$ cat config.mk
export PLATFORM = sky130hd
export DESIGN_NAME = hd44780_init_seq
export DESIGN_NICKNAME = d
export VERILOG_FILES = /design/src/rtl/hd44780_init_seq_pkg.sv /design/src/rtl/hd44780_init_seq.sv
export SDC_FILE = /design/constraint.sdc
export NUM_CORES = 1
export LEC_CHECK = 0
export ABC_CLOCK_PERIOD_IN_PS = 6100
export CORE_MARGIN = 3
export CORE_UTILIZATION = 30
export DETAILED_ROUTE_END_ITERATION = 12
export GPL_TIMING_DRIVEN = 0
export PLACE_DENSITY = 0.63
export SETUP_SLACK_MARGIN = 0.15
export SLEW_MARGIN = 25
export SYNTH_ARGS = -nofsm -noshare
export SYNTH_HDL_FRONTEND = slang
export SYNTH_SLANG_ARGS = --single-unit
$ cat constraint.sdc
create_clock -name CLK_I -period 6.1 [get_ports CLK_I]
set_input_delay 0.915 -clock CLK_I [delete_from_list [all_inputs] [get_ports CLK_I]]
set_output_delay 0.915 -clock CLK_I [all_outputs]
set_load 0.02 [all_outputs]
$ cat src/rtl/hd44780_init_seq_pkg.sv
// Shared hd44780 build/sim configuration (timer width, delay tick counts) and the
// step-table encoding used by the power-on init sequencer.
`ifndef H4_SYSFREQ
`define H4_SYSFREQ 50000000
`endif
`ifndef H4_TIMER_BITS
`define H4_TIMER_BITS 24
`endif
`ifndef H4_DELAY_100MS
`define H4_DELAY_100MS 5000000
`endif
`ifndef H4_DELAY_4P1MS
`define H4_DELAY_4P1MS 205000
`endif
`ifndef H4_DELAY_3MS
`define H4_DELAY_3MS 150000
`endif
`ifndef H4_DELAY_100US
`define H4_DELAY_100US 5000
`endif
`ifndef H4_DELAY_53US
`define H4_DELAY_53US 2650
`endif

package hd44780_init_seq_pkg;

   typedef enum logic [1:0] {
      STEP_DELAY = 2'd0,
      STEP_NYB   = 2'd1,
      STEP_END   = 2'd2
   } step_kind_t;

   // A DELAY step carries one of these selectors in its argument field.
   typedef enum logic [2:0] {
      DLY_100MS = 3'd0,
      DLY_4P1MS = 3'd1,
      DLY_3MS   = 3'd2,
      DLY_100US = 3'd3,
      DLY_53US  = 3'd4
   } delay_sel_t;

   typedef struct packed {
      step_kind_t kind;
      logic [3:0] arg;
   } step_t;

   typedef enum logic [2:0] {
      ST_IDLE     = 3'd0,
      ST_FETCH    = 3'd1,
      ST_WAIT_TMR = 3'd2,
      ST_WAIT_NYB = 3'd3,
      ST_FINISH   = 3'd4
   } init_state_t;

   localparam int STEP_IDX_BITS = 5;
   localparam logic [STEP_IDX_BITS-1:0] LAST_STEP = 5'd24;

   function automatic step_t step_delay(input delay_sel_t sel);
      step_t s;
      s.kind = STEP_DELAY;
      s.arg  = {1'b0, sel};
      return s;
   endfunction

   function automatic step_t step_nyb(input logic [3:0] nyb);
      step_t s;
      s.kind = STEP_NYB;
      s.arg  = nyb;
      return s;
   endfunction

   function automatic step_t step_end();
      step_t s;
      s.kind = STEP_END;
      s.arg  = 4'h0;
      return s;
   endfunction

endpackage

$ cat src/rtl/hd44780_init_seq.sv
// HD44780 power-on initialisation sequencer: walks a fixed step table, handing
// delays to the sibling state timer and command nybbles to the sibling nybble sender.
module hd44780_init_seq
   import hd44780_init_seq_pkg::*;
#(
   parameter int SYSFREQ          = `H4_SYSFREQ,
   parameter int STATE_TIMER_BITS = `H4_TIMER_BITS,
   parameter int D100MS           = `H4_DELAY_100MS,
   parameter int D4P1MS           = `H4_DELAY_4P1MS,
   parameter int D3MS             = `H4_DELAY_3MS,
   parameter int D100US           = `H4_DELAY_100US,
   parameter int D53US            = `H4_DELAY_53US
) (
   input  logic                        CLK_I,
   input  logic                        RST_I,
   input  logic                        start,
   output logic [STATE_TIMER_BITS-1:0] tmr_dat,
   output logic                        tmr_start,
   input  logic                        tmr_end,
   output logic [3:0]                  nyb_dat,
   output logic                        nyb_rs,
   output logic                        nyb_start,
   input  logic                        nyb_done,
   output logic                        busy,
   output logic                        done,
   output logic                        ready
);

   localparam longint TMR_LIMIT = longint'(1) << STATE_TIMER_BITS;

   // Catch a config include whose delays do not fit the timer load width.
   if (SYSFREQ <= 0) begin : g_bad_sysfreq
      $error("hd44780_init_seq: SYSFREQ must be positive");
   end
   if (longint'(D100MS) >= TMR_LIMIT || longint'(D4P1MS) >= TMR_LIMIT ||
       longint'(D3MS) >= TMR_LIMIT || longint'(D100US) >= TMR_LIMIT ||
       longint'(D53US) >= TMR_LIMIT) begin : g_bad_delay
      $error("hd44780_init_seq: a delay constant exceeds STATE_TIMER_BITS");
   end

   function automatic step_t step_rom(input logic [STEP_IDX_BITS-1:0] idx);
      case (idx)
         5'd0:    return step_delay(DLY_100MS);
         5'd1:    return step_nyb(4'h3);
         5'd2:    return step_delay(DLY_4P1MS);
         5'd3:    return step_nyb(4'h3);
         5'd4:    return step_delay(DLY_100US);
         5'd5:    return step_nyb(4'h3);
         5'd6:    return step_delay(DLY_100US);
         5'd7:    return step_nyb(4'h2);
         5'd8:    return step_delay(DLY_100US);
         5'd9:    return step_nyb(4'h2);
         5'd10:   return step_nyb(4'h8);
         5'd11:   return step_delay(DLY_53US);
         5'd12:   return step_nyb(4'h0);
         5'd13:   return step_nyb(4'h8);
         5'd14:   return step_delay(DLY_53US);
         5'd15:   return step_nyb(4'h0);
         5'd16:   return step_nyb(4'h1);
         5'd17:   return step_delay(DLY_3MS);
         5'd18:   return step_nyb(4'h0);
         5'd19:   return step_nyb(4'h6);
         5'd20:   return step_delay(DLY_53US);
         5'd21:   return step_nyb(4'h0);
         5'd22:   return step_nyb(4'hC);
         5'd23:   return step_delay(DLY_53US);
         5'd24:   return step_end();
         default: return step_end();
      endcase
   endfunction

   function automatic logic [STATE_TIMER_BITS-1:0] delay_ticks(input logic [2:0] sel);
      case (sel)
         DLY_100MS: return STATE_TIMER_BITS'(D100MS);
         DLY_4P1MS: return STATE_TIMER_BITS'(D4P1MS);
         DLY_3MS:   return STATE_TIMER_BITS'(D3MS);
         DLY_100US: return STATE_TIMER_BITS'(D100US);
         DLY_53US:  return STATE_TIMER_BITS'(D53US);
         default:   return '0;
      endcase
   endfunction

   init_state_t                 state_reg;
   logic [STEP_IDX_BITS-1:0]    idx_reg;
   logic [STEP_IDX_BITS-1:0]    idx_next;
   logic [STATE_TIMER_BITS-1:0] tmr_dat_reg;
   logic                        tmr_start_reg;
   logic [3:0]                  nyb_dat_reg;
   logic                        nyb_start_reg;
   logic                        busy_reg;
   logic                        done_reg;
   logic                        ready_reg;
   step_t                       cur_step;

   always_comb begin
      cur_step = step_rom(idx_reg);
      // Saturate at the END entry so the index can never run past the table.
      idx_next = (idx_reg == LAST_STEP) ? idx_reg : idx_reg + STEP_IDX_BITS'(1);
   end

   always_ff @(posedge CLK_I) begin
      if (RST_I) begin
         state_reg     <= ST_IDLE;
         idx_reg       <= '0;
         tmr_dat_reg   <= '0;
         tmr_start_reg <= 1'b0;
         nyb_dat_reg   <= '0;
         nyb_start_reg <= 1'b0;
         busy_reg      <= 1'b0;
         done_reg      <= 1'b0;
         ready_reg     <= 1'b0;
      end else begin
         tmr_start_reg <= 1'b0;
         nyb_start_reg <= 1'b0;
         done_reg      <= 1'b0;
         case (state_reg)
            ST_IDLE: begin
               if (start) begin
                  idx_reg   <= '0;
                  busy_reg  <= 1'b1;
                  ready_reg <= 1'b0;
                  state_reg <= ST_FETCH;
               end
            end
            ST_FETCH: begin
               // Data registers are only rewritten here, so they hold until the ack.
               case (cur_step.kind)
                  STEP_DELAY: begin
                     tmr_dat_reg   <= delay_ticks(cur_step.arg[2:0]);
                     tmr_start_reg <= 1'b1;
                     state_reg     <= ST_WAIT_TMR;
                  end
                  STEP_NYB: begin
                     nyb_dat_reg   <= cur_step.arg;
                     nyb_start_reg <= 1'b1;
                     state_reg     <= ST_WAIT_NYB;
                  end
                  default: state_reg <= ST_FINISH;
               endcase
            end
            ST_WAIT_TMR: begin
               if (tmr_end) begin
                  idx_reg   <= idx_next;
                  state_reg <= ST_FETCH;
               end
            end
            ST_WAIT_NYB: begin
               if (nyb_done) begin
                  idx_reg   <= idx_next;
                  state_reg <= ST_FETCH;
               end
            end
            ST_FINISH: begin
               done_reg  <= 1'b1;
               ready_reg <= 1'b1;
               busy_reg  <= 1'b0;
               state_reg <= ST_IDLE;
            end
            default: state_reg <= ST_IDLE;
         endcase
      end
   end

   assign tmr_dat   = tmr_dat_reg;
   assign tmr_start = tmr_start_reg;
   assign nyb_dat   = nyb_dat_reg;
   assign nyb_rs    = 1'b0;
   assign nyb_start = nyb_start_reg;
   assign busy      = busy_reg;
   assign done      = done_reg;
   assign ready     = ready_reg;

endmodule

==> reports/results.txt, run 1 <==
status = finished clean
nets@finish = 270
cell row count = 28
pwr/cell area = 241 mW/mm^2
sequential area share after synthesis = 39.9%
Sw Pwr = 149 uW
ANT nets after route = 0
Seq pwr share = 44.4%
TritonCTS Buffers = 5
ratio of cells with drive above 1 in the final layout = 13.5%
slew of the pin with the lowest slew margin = 0.829 ns
post-synthesis cell area = 0.00186 sq mm
Hold Path Class = reg -> reg
Filler cells = 621
Die Width = 84.6 um
initial antenna violation count = 0
Placed Instance Area = 0.00228 sq mm
die area = 0.00716 sq mm
clk root buf = clkbuf_8
total grt overflow = 0
CP Data Required Time = 6.27 ns
P&R area growth vs syn = 28.9%
yosys warns = 0
min Tclk post-route = 3.08 ns
Clk pin slew, worst setup/hold paths = 0.08 ns
drc violations = 0
drt total wl = 3930 um
CTS tree = yes
critical path class = in -> reg
period utilization = 50.5%
Area contributors post-synth = dfxtp_1, nor2_1, a21oi_1, buf_4, mux2i_1
area of the core = 0.00596 sq mm
# resized after CTS = 0
clk_lat worst skew = 0.29 ns
share of the synthesized area in the top cell type = 39.9%
Synth area leader = dfxtp_1
IO Port Bufs = 30
Slew headroom = 44.3%
vias per cell = 4.62
Worst EP arrival = 3.25 ns
Top Ports = 39
number of global-route vias before repair = 1443
drt first pass iters = 4
RSZ-0062 raised after global routing = false
Post-Synthesis Cells = 215
Largest register FFs = 14
count of cell types in the netlist = 45
setup repair bufs after CTS = 0
synthesized flop and latch total = 37
Overall Global Routing Usage = 11.6%
post-route cell area = 0.00239 sq mm
Fin. Hold Viols = 0
mux cell area share after synthesis = 5.93%
largest family of logic cells by synthesized area = simple AND/OR/NAND/NOR gates
area share of fa/ha/maj cells after synthesis = 4.05%
CTS max path bufs = 2
Max Cap Viol = 0
Inserted Diodes = 0
Final Setup Violations = 0
final slew viol count = 0
Clock power frac = 38.1%
Final Wtd Congestion = 0.801
post-synthesis simple-gate area fraction = 23.1%
Comb pwr share = 17.4%
leak pwr = 0.924 nW
critical path launch point type = input port
cell-internal power = 429 uW
DRT iter0 DRCs = 90
CTS Sinks = 37
xor and xnor area share after synthesis = 1.42%
largest net degree at the start of global routing = 12
final core area utilization = 40.2%
starting density of the core = 31.2%
WL/cell = 11.7 um
Max Fclk = 324 MHz
worst vdd ir = 122 uV
CTS H-tree lvls = 2
syn_area_per_cell = 8.63 sq um
Post-CTS Hold Fix Bufs = 0
switching portion of total power = 25.7%
routed via count = 1547
Critical Path Fanout Max = 6
die height = 84.6 um
Detail Placement HPWL = 2870 um
crit end category = flop
Setup TNS = 0 ns
post-synthesis compound-gate area fraction = 14.4%
Final Skew = 0.00444 ns
first-pass GRT wire length = 6670 um
[stage by stage]
| stage | cells | hold slack (ns) | worst slack, ns | power (mW) |
|---|---|---|---|---|
| global route | 335 | 0.488 | 2.89 | 0.605 |
| finish | 335 | 0.460 | 3.02 | 0.577 |
| floorplan | 222 | 0.437 | 3.52 | 0.332 |
| CTS | 335 | 0.462 | 3.04 | 0.583 |
| detailed placement | 327 | 0.451 | 2.73 | 0.363 |
| global placement | 327 | 0.446 | 2.80 | 0.362 |
[synth_stat cells, drive strengths merged]
cell,number
o31a,1
a2bb2oi,1
nor2b,4
nor3,11
nor2,34
and2,1
a21boi,1
nand4b,1
nor4,3
xnor2,3
clkbuf,9
inv,6
or2b,1
or2,1
a31oi,1
mux2i,8
o22ai,1
o21ai,3
nor4b,1
mux2,2
a22o,3
ha,6
nand2b,3
nand2,19
conb,1
a31o,1
a21oi,19
o22a,1
nand3,8
buf,15
and4b,1
dfxtp,37
nor3b,2
a22oi,1
a221oi,2
a211oi,3
[cell families after synthesis]
kind of cell | count (synthesis)
simple gates | 90
compound gates | 38
flops | 37
buf+inv | 30
mux | 10
fa+ha+maj | 6
xor+xnor | 3
other cells | 1
[routing by layer]
layer / vias to the layer above / share of wire, % / wire length, um / global-route usage [%]
li1: 808 / - / - / -
met1: 704 / 46 / 1820 / 14.8
met2: 30 / 47 / 1840 / 18.4
met3: 5 / 5.0 / 197 / 3.34
met4: 0 / 1.6 / 62 / 4.32
met5: - / 0 / 0 / 0
[placed cells by master (no fill, tap or decap), drive strengths merged, types with 2 or more instances in the layout]
master	count
clkdlybuf4s50	30
a211oi	3
nor2b	4
a221oi	2
nand2b	3
dfxtp	37
clkbuf	16
nand2	19
xnor2	3
buf	15
nor2	34
a21oi	19
conb	8
nand3	8
nor3	11
ha	6
mux2i	8
nor3b	2
mux2	2
inv	6
o21ai	3
a22o	3
nor4	3
[path summary, 6_finish.rpt]
path | slack, ns | to | start | depth (start not counted)
max | 3.02 | cur_step[4] | start | 10
min | 0.46 | tmr_dat[11] | tmr_dat[11] | 2
max reg2reg | 3.64 | cur_step[4] | state_reg[1] | 10
min reg2reg | 0.46 | tmr_dat[11] | tmr_dat[11] | 2
[power by group through the flow]
stage	Sequential [mW]	Clock, mW	Combinational, mW
after floorplan	0.271	0	0.0608
after global placement	0.262	0	0.0999
after detailed placement	0.262	0	0.101
after CTS	0.257	0.225	0.101
after global routing	0.258	0.236	0.111
final	0.256	0.220	0.101
[critical path, stage by stage]
cell,delay [ns]
clkdlybuf4s50_1,0.45
mux2_4,0.30
a21oi_4,0.22
o21ai_0,0.11
a21boi_2,0.19
nor2_1,0.24
inv_1,0.11
ha_1,0.31
a211oi_1,0.29
o21ai_1,0.10
[layout make-up]
class / count / area (sq um) / area share (%)
inverters: 6 / 22.5 / 0.941
repair buffers: 30 / 300 / 12.6
clock buffers: 7 / 86.3 / 3.61
flip-flops and latches: 37 / 741 / 31.0
clock inverters: 1 / 30.0 / 1.26
plain buffers: 24 / 181 / 7.58
multi-input cells: 155 / 937 / 39.2
well taps: 75 / 93.8 / 3.92
(Power assumes the default switching activity.)
==> run 2, diff against run 1 <==
--- a/config.mk
+++ b/config.mk
@@ -5,12 +5,12 @@
 export SDC_FILE = /design/constraint.sdc
 export NUM_CORES = 1
 export LEC_CHECK = 0
-export ABC_CLOCK_PERIOD_IN_PS = 6100
+export ABC_CLOCK_PERIOD_IN_PS = 2600
 export CORE_MARGIN = 3
 export CORE_UTILIZATION = 30
 export DETAILED_ROUTE_END_ITERATION = 12
 export GPL_TIMING_DRIVEN = 0
-export PLACE_DENSITY = 0.63
+export PLACE_DENSITY = 0.65
 export SETUP_SLACK_MARGIN = 0.15
 export SLEW_MARGIN = 25
 export SYNTH_ARGS = -nofsm -noshare
==> constraint.sdc (replaced) <==
create_clock -name CLK_I -period 2.6 [get_ports CLK_I]
set_input_delay 0.39 -clock CLK_I [delete_from_list [all_inputs] [get_ports CLK_I]]
set_output_delay 0.39 -clock CLK_I [all_outputs]
set_load 0.02 [all_outputs]
==> run 2 against run 1 <==
  * Utilization up 0.42 points
  * Routed wire length decreased by 2.0%
  * Final cell count rose by 0.90%
  * Register-to-register slack got worse by 3.3 ns
  * Critical endpoint unchanged
  * Largest cell class unchanged
  * Largest power group unchanged
==> reports/results.txt, run 2 (synthesized netlist as in run 1, its figures left out) <==
Hold Slack = 0.453 ns
Final Non-Filler Cells = 338
drt total wl = 3850 um
Final Wtd Congestion = 0.798
status = finished clean
slew of the pin with the lowest slew margin = 0.858 ns
CTS tree = yes
Final Setup Violations = 0
Worst EP arrival = 2.47 ns
Max Cap Viol = 0
worst path cell trace = clkdlybuf4s50_1 -> and4b_2 -> a21oi_4 -> buf_4 -> a221oi_2 -> nand2b_1 -> mux2i_1 -> a211oi_2 -> o21ai_1
clk_lat worst skew = 0.29 ns
most common cell after layout, fill and taps aside = dfxtp_1
GR Layer Usage met1 = 13.8%
Inserted Diodes = 0
Placed Instances = 327
M2 GR Usage = 17.2%
critical path's slowest cell = clkdlybuf4s50_1
Critical Path Fanout Max = 5
drc violations = 0
TritonCTS Buffers = 5
Filler cells = 599
DRT iter0 DRCs = 93
final slew viol count = 0
Top Ports = 39
Hold Path Class = in -> reg
routed via count = 1571
GR Util met3 = 3.53%
WL/cell = 11.4 um
clk root buf = clkbuf_8
vias per cell = 4.65
period utilization = 87.7%
total grt overflow = 0
multi-input logic area = 955 sq um
cell row count = 28
Most Crowded Layer GR = met2
pwr/cell area = 525 mW/mm^2
Max Fclk = 438 MHz
number of global-route vias before repair = 1475
crit end category = flop
ANT nets after route = 0
leak pwr = 0.949 nW
Setup TNS = 0 ns
Final Skew = 0.0122 ns
largest net degree at the start of global routing = 13
Largest register FFs = 14
Overall Global Routing Usage = 11.2%
initial antenna violation count = 0
Clk pin slew, worst setup/hold paths = 0.08 ns
IO Port Bufs = 30
RSZ-0062 raised after global routing = false
Slew headroom = 42.3%
starting density of the core = 31.2%
die height = 84.6 um
Fin. Hold Viols = 0
ratio of cells with drive above 1 in the final layout = 16.7%
nets@finish = 273
most frequent cells in the layout = dfxtp_1, nor2_1, clkdlybuf4s50_1
CP Data Required Time = 2.79 ns
Die Width = 84.6 um
first-pass GRT wire length = 6560 um
CTS Sinks = 37
worst vdd ir = 261 uV
P&R area growth vs syn = 30.3%
area of the core = 0.00596 sq mm
Detail Placement HPWL = 2790 um
Post-CTS Hold Fix Bufs = 0
min Tclk post-route = 2.28 ns
critical path class = in -> reg
die area = 0.00716 sq mm
Largest stage delay, worst path = 0.50 ns
drt first pass iters = 4
Sequential Area = 741 sq um
CTS max path bufs = 2
CTS H-tree lvls = 2
critical path launch point type = input port
-- run 2: through the flow --
stage          setup slack [ns]  utilization [%]  instance area [sq um]  power (mW)
2_1_floorplan             0.480                -                   1880       0.778
3_3_place_gp             -0.165             38.2                   2280       0.849
3_5_place_dp             -0.219             38.2                   2280       0.851
4_1_cts                   0.188             39.9                   2370        1.28
5_1_grt                   0.156             40.6                   2420        1.33
6_report                  0.319             40.6                   2420        1.27
-- run 2: timing repair --
item | in CTS | in global routing
pin swaps | 0 | 2
endpoints found under the hold margin | 0 | 0
resized for setup | 1 | 6
endpoints found under the setup margin | 1 | 4
setup buffers | 0 | 3
-- run 2: where the power goes --
| group | switching [mW] | total [mW] | internal (mW) |
|---|---|---|---|
| clock | 0.209 | 0.424 | 0.215 |
| sequential | 0.0117 | 0.602 | 0.590 |
| combinational | 0.135 | 0.244 | 0.109 |
| total | 0.356 | 1.27 | 0.914 |
-- run 2: final timing paths --
check                from      endpoint  slack [ns]  depth (start not counted)
max              nyb_done   cur_step[4]        0.32                          9
min               tmr_end  state_reg[1]        0.45                          3
max reg2reg  state_reg[1]   cur_step[4]        0.34                         10
min reg2reg   tmr_dat[11]   tmr_dat[11]        0.47                          2
-- run 2: area by class of cell --
cell class	instances	area share (%)
Multi-Input combinational cell	155	39.5
Sequential cell	37	30.6
Timing Repair Buffer	33	13.6
Buffer	24	7.51
Tap cell	75	3.88
Clock buffer	6	3.42
Inverter	6	0.932
Clock inverter	2	0.569
-- run 2: metal layers --
layer / wire, um / part of all wire [%]
met5: 0 / 0
met4: 120 / 3.1
met3: 198 / 5.1
met2: 1700 / 44
met1: 1830 / 47
-- run 2: worst max-delay path, delay by kind of cell --
family	cells	cell delay, ns
buf+inv	2	0.64
simple gates	2	0.49
mux	1	0.13
compound gates	4	0.80
